File: config.mk
export PLATFORM = sky130hd
export DESIGN_NAME = gshare_predictor
export DESIGN_NICKNAME = d
export VERILOG_FILES = /design/src/rtl/bp_pkg.sv /design/src/rtl/sat_counter.sv /design/src/rtl/gshare_predictor.sv
export SDC_FILE = /design/constraint.sdc
export NUM_CORES = 1
export LEC_CHECK = 0
export ABC_AREA = 0
export CORE_MARGIN = 2
export CORE_UTILIZATION = 60
export CTS_BUF_LIST = sky130_fd_sc_hd__clkbuf_4 sky130_fd_sc_hd__clkbuf_8
export CTS_CLUSTER_SIZE = 12
export DETAILED_ROUTE_END_ITERATION = 16
export DONT_BUFFER_PORTS = 1
export PLACE_DENSITY = 0.76
export SYNTH_ARGS = -nofsm -noshare
export SYNTH_HDL_FRONTEND = slang
export SYNTH_SLANG_ARGS = --single-unit
File: constraint.sdc
create_clock -name clk -period 4.8 [get_ports clk]
set_clock_uncertainty 0.15 [all_clocks]
set_input_delay 0.24 -clock clk [delete_from_list [all_inputs] [get_ports clk]]
set_output_delay 0.24 -clock clk [all_outputs]
set_load 0.01 [all_outputs]
File: src/rtl/bp_pkg.sv
// Shared branch-predictor definitions: predictor mode encodings, the
// mispredict counter width and the reset value of a table counter.
package bp_pkg;

  // Index formation modes
  localparam int BP_BIMODAL = 0;
  localparam int BP_GSHARE  = 1;

  // Width of the saturating mispredict statistics counter
  localparam int MISP_CNT_W = 16;

  // Weakly-not-taken encoding for a counter of the given width
  // (a 1-bit counter has no "weak" state, so it starts at not-taken).
  function automatic int unsigned ctr_reset_value(input int unsigned ctr_w);
    if (ctr_w <= 1) begin
      return 0;
    end
    return (32'd1 << (ctr_w - 1)) - 32'd1;
  endfunction

endpackage

File: src/rtl/sat_counter.sv
// Next-value logic for one saturating up/down counter: dir=1 counts up,
// dir=0 counts down, and the value sticks at all-ones or zero.
module sat_counter #(
  parameter int W = 2
) (
  input  logic [W-1:0] value,
  input  logic         dir,
  output logic [W-1:0] next_value
);

  // Saturating increment/decrement
  always_comb begin
    // NOTE: default first so every path assigns next_value and no latch is
    // inferred; combinational logic uses blocking assignments throughout.
    next_value = value;
    if (dir) begin
      if (value != '1) begin
        next_value = value + 1'b1;
      end
    end else if (value != '0) begin
      next_value = value - 1'b1;
    end
  end

endmodule

File: src/rtl/gshare_predictor.sv
// Gshare / bimodal branch direction predictor. A lookup registers the
// prediction, the table index and the pre-lookup history one cycle later;
// the history is updated speculatively with the predicted bit and repaired
// from the returned snapshot when a mispredicted branch resolves.
module gshare_predictor
  import bp_pkg::*;
#(
  parameter int INDEX_W = 5,
  parameter int CTR_W   = 2,
  parameter int GHR_W   = 5,
  parameter int MODE    = BP_GSHARE
) (
  input  logic                  clk,
  input  logic                  arst,
  input  logic                  en,
  input  logic                  lookup_valid,
  input  logic [INDEX_W-1:0]    lookup_pc,
  output logic                  prediction,
  output logic [INDEX_W-1:0]    pred_index,
  output logic [GHR_W-1:0]      pred_ghr,
  input  logic                  update_valid,
  input  logic [INDEX_W-1:0]    update_index,
  input  logic                  update_taken,
  input  logic                  update_mispredict,
  input  logic [GHR_W-1:0]      update_ghr,
  output logic [MISP_CNT_W-1:0] mispredict_count
);

  localparam int               ENTRIES  = 1 << INDEX_W;
  localparam logic [CTR_W-1:0] CTR_INIT = CTR_W'(ctr_reset_value(CTR_W));

  // Pattern history table: one saturating counter per entry, held in flops
  logic [CTR_W-1:0]   ctr_q [ENTRIES];

  logic [GHR_W-1:0]   ghr_q;
  logic [GHR_W-1:0]   ghr_d;
  logic [GHR_W-1:0]   ghr_spec;
  logic [GHR_W-1:0]   ghr_recover;
  logic [INDEX_W-1:0] ghr_ext;
  logic [INDEX_W-1:0] lookup_idx;
  logic               lookup_pred;
  logic [CTR_W-1:0]   upd_cur;
  logic [CTR_W-1:0]   upd_next;
  logic               do_lookup;
  logic               do_update;
  logic               do_recover;
  logic               unused_update_ghr_msb;

  assign do_lookup  = en & lookup_valid;
  assign do_update  = en & update_valid;
  assign do_recover = en & update_valid & update_mispredict;

  // The oldest history bit of the returned snapshot shifts out on recovery
  assign unused_update_ghr_msb = update_ghr[GHR_W-1];

  // Zero-extend history to index width and form the table index
  always_comb begin
    ghr_ext             = '0;
    ghr_ext[GHR_W-1:0]  = ghr_q;
    if (MODE == BP_GSHARE) begin
      lookup_idx = lookup_pc ^ ghr_ext;
    end else begin
      lookup_idx = lookup_pc;
    end
  end

  // Direction is the counter MSB; the table is read before this cycle's
  // update lands, so a same-index lookup sees the old value
  assign lookup_pred = ctr_q[lookup_idx][CTR_W-1];
  assign upd_cur     = ctr_q[update_index];

  sat_counter #(
    .W (CTR_W)
  ) u_sat_counter (
    .value      (upd_cur),
    .dir        (update_taken),
    .next_value (upd_next)
  );

  // Candidate histories: speculative shift and mispredict repair
  generate
    if (GHR_W == 1) begin : g_ghr_one
      assign ghr_spec    = lookup_pred;
      assign ghr_recover = update_taken;
    end else begin : g_ghr_multi
      assign ghr_spec    = {ghr_q[GHR_W-2:0], lookup_pred};
      assign ghr_recover = {update_ghr[GHR_W-2:0], update_taken};
    end
  endgenerate

  // Next history: repair wins over a same-cycle speculative shift
  always_comb begin
    ghr_d = ghr_q;
    if (do_recover) begin
      ghr_d = ghr_recover;
    end else if (do_lookup) begin
      ghr_d = ghr_spec;
    end
  end

  // Counter table write on resolved branches
  always_ff @(posedge clk or posedge arst) begin
    // NOTE: this table is a flop array, not a RAM, so every entry is reset
    // to a known counter state; a real memory macro could not be reset this way.
    if (arst) begin
      for (int i = 0; i < ENTRIES; i++) begin
        ctr_q[i] <= CTR_INIT;
      end
    end else if (do_update) begin
      ctr_q[update_index] <= upd_next;
    end
  end

  // Registered lookup results, held while no lookup is accepted
  always_ff @(posedge clk or posedge arst) begin
    // NOTE: sequential state uses non-blocking assignments so every flop
    // samples pre-edge values regardless of block ordering.
    if (arst) begin
      prediction <= 1'b0;
      pred_index <= '0;
      pred_ghr   <= '0;
    end else if (do_lookup) begin
      prediction <= lookup_pred;
      pred_index <= lookup_idx;
      pred_ghr   <= ghr_q;
    end
  end

  // Global history register
  always_ff @(posedge clk or posedge arst) begin
    if (arst) begin
      ghr_q <= '0;
    end else if (en) begin
      ghr_q <= ghr_d;
    end
  end

  // Saturating mispredict statistics counter
  always_ff @(posedge clk or posedge arst) begin
    if (arst) begin
      mispredict_count <= '0;
    end else if (do_recover && (mispredict_count != '1)) begin
      mispredict_count <= mispredict_count + 1'b1;
    end
  end

endmodule

# ---- Word level (Yosys, flattened, before mapping)
# Cells that the tools add are included.
dict set report totals {
  input_bits 22
  latch_bits 0
  out_inout_bits 27
  rom_bits 0
  n_memories 0
  regBits 96
  elab_cells 70
  ramBits 0
}
dict set report classes {
  eq_ne 2
  div_mod_pow 0
  order_cmp 3
  reduce_logical 5
  n_bitwise 6
  muxes 14
  n_shift 0
  addsub 3
  n_mul 0
}
# op count
set ops {}
lappend ops {{$bwmux W64} 1}
lappend ops {{$bmux W2 S5} 2}
lappend ops {{$add A16 B1 Y16 const B} 1}
lappend ops {{$mux W2} 8}
lappend ops {{$ne A16 B16 Y1 const B} 1}
lappend ops {{$ge A6 B6 Y1 const B} 2}
lappend ops {{$not A5 Y6} 2}
lappend ops {{$demux W2 S5} 1}
lappend ops {{$mux W5} 2}
lappend ops {{$lt A6 B1 Y1 const B} 1}
lappend ops {{$xor A5 B5 Y5} 1}
lappend ops {{$reduce_bool A2 Y1} 2}
lappend ops {{$and A1 B1 Y1} 3}
lappend ops {{$add A2 B1 Y2 const B} 1}
lappend ops {{$logic_and A1 B1 Y1} 2}
lappend ops {{$ne A2 B2 Y1 const B} 1}
lappend ops {{$reduce_and A2 Y1} 1}
lappend ops {{$sub A2 B1 Y2 const B} 1}

# ---- Depth between registers and ports, before layout
dict set report depth {
  depth_word 8
  mapped_depth 9
  depth_no_buf 6
}

# ---- Cells and area by module
# A second synthesis with hierarchy kept.
dict set report unflattened {
  cells_unflattened 378
  area_unflattened_um2 4911.0
}
# module seq_area_each_um2 cells_per_inst area_per_inst_um2 n_inst
set modules_own_cells {}
lappend modules_own_cells {gshare_predictor 2442.3 375 4884.7 1}
lappend modules_own_cells {sat_counter 0.0 3 26.3 1}

# ---- Worst setup path after synthesis
# Ideal clock, no wire load.
dict set report synth_path {
  kind {register to register}
  startpoint {register ghr_q[1] (netlist: ghr_ext[1])}
  endpoint {register ghr_q[0] (netlist: ghr_ext[0])}
  setup_ps 133
  n_path_buf 0
  path_stages_with_launch 7
  slack_ps 2412
  period_less_slack_ps 2388
  t_arrival_ps 2104
  required_time_ps 4517
  path_cell_list {dfrtp_1 -> xor2_2 -> mux4_2 -> o22ai_1 -> and4b_1 -> nor4_1 -> o31ai_1}
}
dict set report synth_via {
  elab_chain_len 7
}
# element line_no
set synth_rtl {}
lappend synth_rtl {{start: declaration} gshare_predictor.sv:35} ;# logic [GHR_W-1:0] ghr_q;
lappend synth_rtl {{start signal: assignment} gshare_predictor.sv:134} ;# ghr_q <= ghr_d;
lappend synth_rtl {{$xor A5 B5 Y5} gshare_predictor.sv:61} ;# lookup_idx = lookup_pc ^ ghr_ext;
lappend synth_rtl {{$not A5 Y6 (not written as such)} gshare_predictor.sv:69} ;# assign lookup_pred = ctr_q[lookup_idx][CTR_W-1];
lappend synth_rtl {{$bmux W2 S5} gshare_predictor.sv:69}
lappend synth_rtl {{$mux W2 (not written as such) (2 in series)} gshare_predictor.sv:69}
lappend synth_rtl {{$mux W5} gshare_predictor.sv:96} ;# end else if (do_lookup) begin
lappend synth_rtl {{$mux W5} gshare_predictor.sv:94} ;# if (do_recover) begin
# No other way between the ends. The select of a mux whose other input is x is not followed.
# A chain may end at the register's enable or synchronous reset.

# ---- Worst setup path after layout
# Ends and elaborated chain as after synthesis.

==> results.md <==
- The run finished with clean final reports.
- The area of the placeable core is 8130 um^2.
- Data on the critical path is required at its endpoint by 4.92 ns.
- The count of cells along the worst hold path is 2.
- Summing over every cut layer, the via total after detailed routing is 3377.
- The multi-input gate area in the final layout is 2420 um^2.
- The length in cells of the worst reg-to-reg path is 7.
- Ranked by total cell area, the synthesized netlist is headed by sky130_fd_sc_hd__dfrtp_1 (32%), sky130_fd_sc_hd__dfstp_2 (17%), sky130_fd_sc_hd__mux2_2 (17%).
- Synthesis inferred 96 register bits.
- The first routing iteration left 235 violations.
- In this run the deepest clock path goes through 2 buffers.
- Counting I/O delays and the setup requirement, the final critical path takes 3.48 ns.
- The clock tree synthesis step divided the H-tree into 3 levels.
- The worst endpoint data arrival time is 3.60 ns.
- The placed instance area is 5020 um^2.
- The placer's final routability congestion estimate is 0.799.
- The first TritonRoute pass finished after 5 iterations.
- The endpoint class of the critical path is a flip-flop.
- The endpoint of the worst hold-timing path is pred_index[4].
- The worst hold path class is in -> reg.
- The final instance count without filler cells is 522.
- The initial antenna violation count is 0.
- Global routing used 26.0% of the available tracks across all layers.
- After global routing the overflow that remains totals 0.
- For this configuration, the core starts out at a cell density of 61.5%.
- The count of boundary I/O pins is 49.
- The largest driver fanout on the critical path is 9.
- The number of port buffers is 0.
- In this run the critical register-to-register path is launched from ghr_ext[1].
- The cell area that synthesis handed to floorplanning was 5000 um^2.
- The post-route netlist has 32.1% of its cells at a drive strength greater than 1.
- The clock latency reported for the late side of the worst-skew pair is 0.38 ns.
- Entering global routing, the biggest net connects 66 pins.
- The wire length of the first global-routing pass is 17.8 mm.
- The setup check on the worst reg-to-reg path leaves a slack of 1.32 ns.
- The detail route stage leaves a number of antenna-violating nets equal to 0.
- The proportion of netlist area held by the largest area contributor is 32.0%.
- In this run the static leakage power is 2.28 nW.
- The final number of setup-violating endpoints is 0.
- Across the run, the number of max-cap violations was 0.
- The final hold violation count is 0.
- Headroom to the max-slew limit came out at 19.4%.
- TritonCTS built the clock tree.
- The total of fill cells in the finished design is 597.
- In the final layout, flip-flops and latches occupy 2440 um^2.
- The final critical-path setup slack is 1.32 ns.
- Synthesis produced 409 cells.
- The share of the Yosys chip area taken by registers is 48.8%.
- The unique cell type count in the Yosys netlist is 48.
- The startpoint identified for the worst hold timing path is lookup_pc[4].
- The worst register-to-register path ends at ghr_ext[0].
- Setup repair after global routing left no endpoint under its margin.
- In the synthesized netlist, the cells that appear most often are sky130_fd_sc_hd__mux2_2 (74), sky130_fd_sc_hd__dfrtp_1 (64), sky130_fd_sc_hd__nand2_1 (39).
- The biggest area contributor in the post-synthesis netlist is sky130_fd_sc_hd__dfrtp_1.
- Wires add up to 10.6 mm.
- Counting tap cells, the placed design contains a total of 495 instances.
- The post-cts repair resize count is 0.
- The count of synthesis-stage warnings from yosys is 0.
- The number of antenna diodes in the final layout is 0.
- Clock-pin slew was measured on the worst setup and hold paths at 0.11 ns.
- The startpoint type of the worst setup path is a flip-flop.
- The final number of max-transition violations is 0.
- The clock sink count is 96.
- At the pin with the least slew margin, the transition time is 1.21 ns.
- The ratio of final minimum period to clock period is 72.5%.
- In the final timing run, aggregate negative setup slack is 0 ns.
- The tree is rooted in a sky130_fd_sc_hd__clkbuf_8.
- The net count after synthesis is 432.
- In the routed layout, each cell is associated on average with a via count of 6.47.
- The critical path is of the reg -> reg type.
- In the final routed layout, each cell accounts on average for 20.3 um.
- The CTS buffer count is 9.
- After synthesis, the share of flip-flops with an asynchronous set or reset is 100%.
- The maximum vdd drop is 0.000198 V.
- The die boundary width is 95.3 um.
- Static timing analysis puts the maximum clock frequency at 288 MHz.
- The most common cell in the netlist is sky130_fd_sc_hd__mux2_2.
- The sum of net half-perimeters after detailed placement is 7.30 mm.
- Before CTS, the worst setup slack after placement is 1.95 ns.
- Relative to the synthesized area, the layout overhead comes to 6.46%.
- From bottom edge to top edge, the die measures 95.3 um.
- Buffers inserted to repair hold after CTS numbered 11.
- Post-CTS timing repair inserted 0 buffers for setup.
- A synthesized cell averages 12.2 um^2.
- The number of remaining DRC errors is 0.
- At the end of the flow, the number of nets in the layout was 435.
- After routing the design area is 5320 um^2.
- The number of placement rows is 33.
- The most used flip-flop cell after synthesis is sky130_fd_sc_hd__dfrtp_1.
- The areal power density over the cells is 377 nW/um^2.
- In this run, synthesis inferred 0 flip-flops with an integrated enable.
- The floorplan step defined a die boundary enclosing 9080 um^2.
- The number of global-route vias before repair was 3387.
## power by group
group,internal (mW),switching [mW]
Sequential,0.967,0.132
Clock,0.215,0.310
Combinational,0.198,0.185
Total,1.38,0.627
## routing by layer
layer / global-route usage [%] / share of wire [%]
met5: 0 / 0
met4: 11.7 / 3.2
met1: 35.9 / 43
met3: 5.22 / 6.3
met2: 39.9 / 48
## worst max path at each step
stage / start / end / slack (ns) / cells after the start
2_1_floorplan: arst / ctr_q[11] / 1.96 / 1
3_3_place_gp: ghr_ext[2] / ghr_ext[0] / 1.95 / 6
3_5_place_dp: ghr_ext[2] / ghr_ext[0] / 1.95 / 6
4_1_cts: ghr_ext[2] / ghr_ext[0] / 1.41 / 7
5_1_grt: ghr_ext[2] / ghr_ext[0] / 1.23 / 7
6_report: ghr_ext[1] / ghr_ext[0] / 1.32 / 7
## placed cells by master (no fill, tap or decap), types with 4 or more instances in the layout
cell type,count
sky130_fd_sc_hd__nor3_1,8
sky130_fd_sc_hd__xor2_1,4
sky130_fd_sc_hd__nor2b_1,4
sky130_fd_sc_hd__clkbuf_8,10
sky130_fd_sc_hd__nor2_1,14
sky130_fd_sc_hd__nand2_1,39
sky130_fd_sc_hd__mux4_1,5
sky130_fd_sc_hd__dlygate4sd3_1,11
sky130_fd_sc_hd__o221ai_1,7
sky130_fd_sc_hd__dfrtp_1,64
sky130_fd_sc_hd__o21ai_0,10
sky130_fd_sc_hd__xnor2_1,17
sky130_fd_sc_hd__nand4_1,6
sky130_fd_sc_hd__mux2_2,74
sky130_fd_sc_hd__nand3_1,15
sky130_fd_sc_hd__and3_1,5
sky130_fd_sc_hd__dfstp_2,32
sky130_fd_sc_hd__mux2i_1,32
sky130_fd_sc_hd__nand2b_1,6
sky130_fd_sc_hd__o32ai_1,4
sky130_fd_sc_hd__o22ai_1,4
## flip-flops by register name (all words and copies together) (netlist names)
signal / flops
mispredict_count: 16
prediction: 1
ctr_q: 64
ghr_ext: 5
pred_index: 5
pred_ghr: 5
## area by class of cell
cell class	instances	share of cell area (%)
well taps	105	2.47
repair buffers	12	2.21
multi-input cells	290	45.6
clock buffers	10	2.59
clock inverters	6	1.06
flip-flops and latches	96	45.9
inverters	3	0.235
## worst max-delay path: stages (launching register included)
cell and delay [ns]:
sky130_fd_sc_hd__dfrtp_1 0.45, sky130_fd_sc_hd__xor2_2 0.62, sky130_fd_sc_hd__mux4_2 0.60, sky130_fd_sc_hd__o22ai_1 0.17, sky130_fd_sc_hd__and4b_1 0.21, sky130_fd_sc_hd__nor4_1 0.46
sky130_fd_sc_hd__o31ai_1 0.14, sky130_fd_sc_hd__dlygate4sd3_1 0.58
## metrics by stage
step / total power [mW] / util (%) / hold WS (ns)
floorplan: 1.40 / - / 0.205
finish: 2.01 / 65.4 / 0.0174
CTS: 2.01 / 65.4 / 0.00287
detailed placement: 1.48 / 61.7 / 0.213
global placement: 1.46 / 61.7 / 0.212
global route: 2.11 / 65.4 / 0.00991
## kinds of logic (layout without fill, tap and decap cells)
group,Yosys count,count (layout),synth area share [%]
flops,96,96,48.8
xor+xnor,22,22,4.00
fa+ha+maj,3,3,0.701
buf+inv,23,31,2.65
simple gates,117,117,11.9
mux,114,114,27.1
compound gates,34,34,4.80
(Power assumes the default switching activity.)
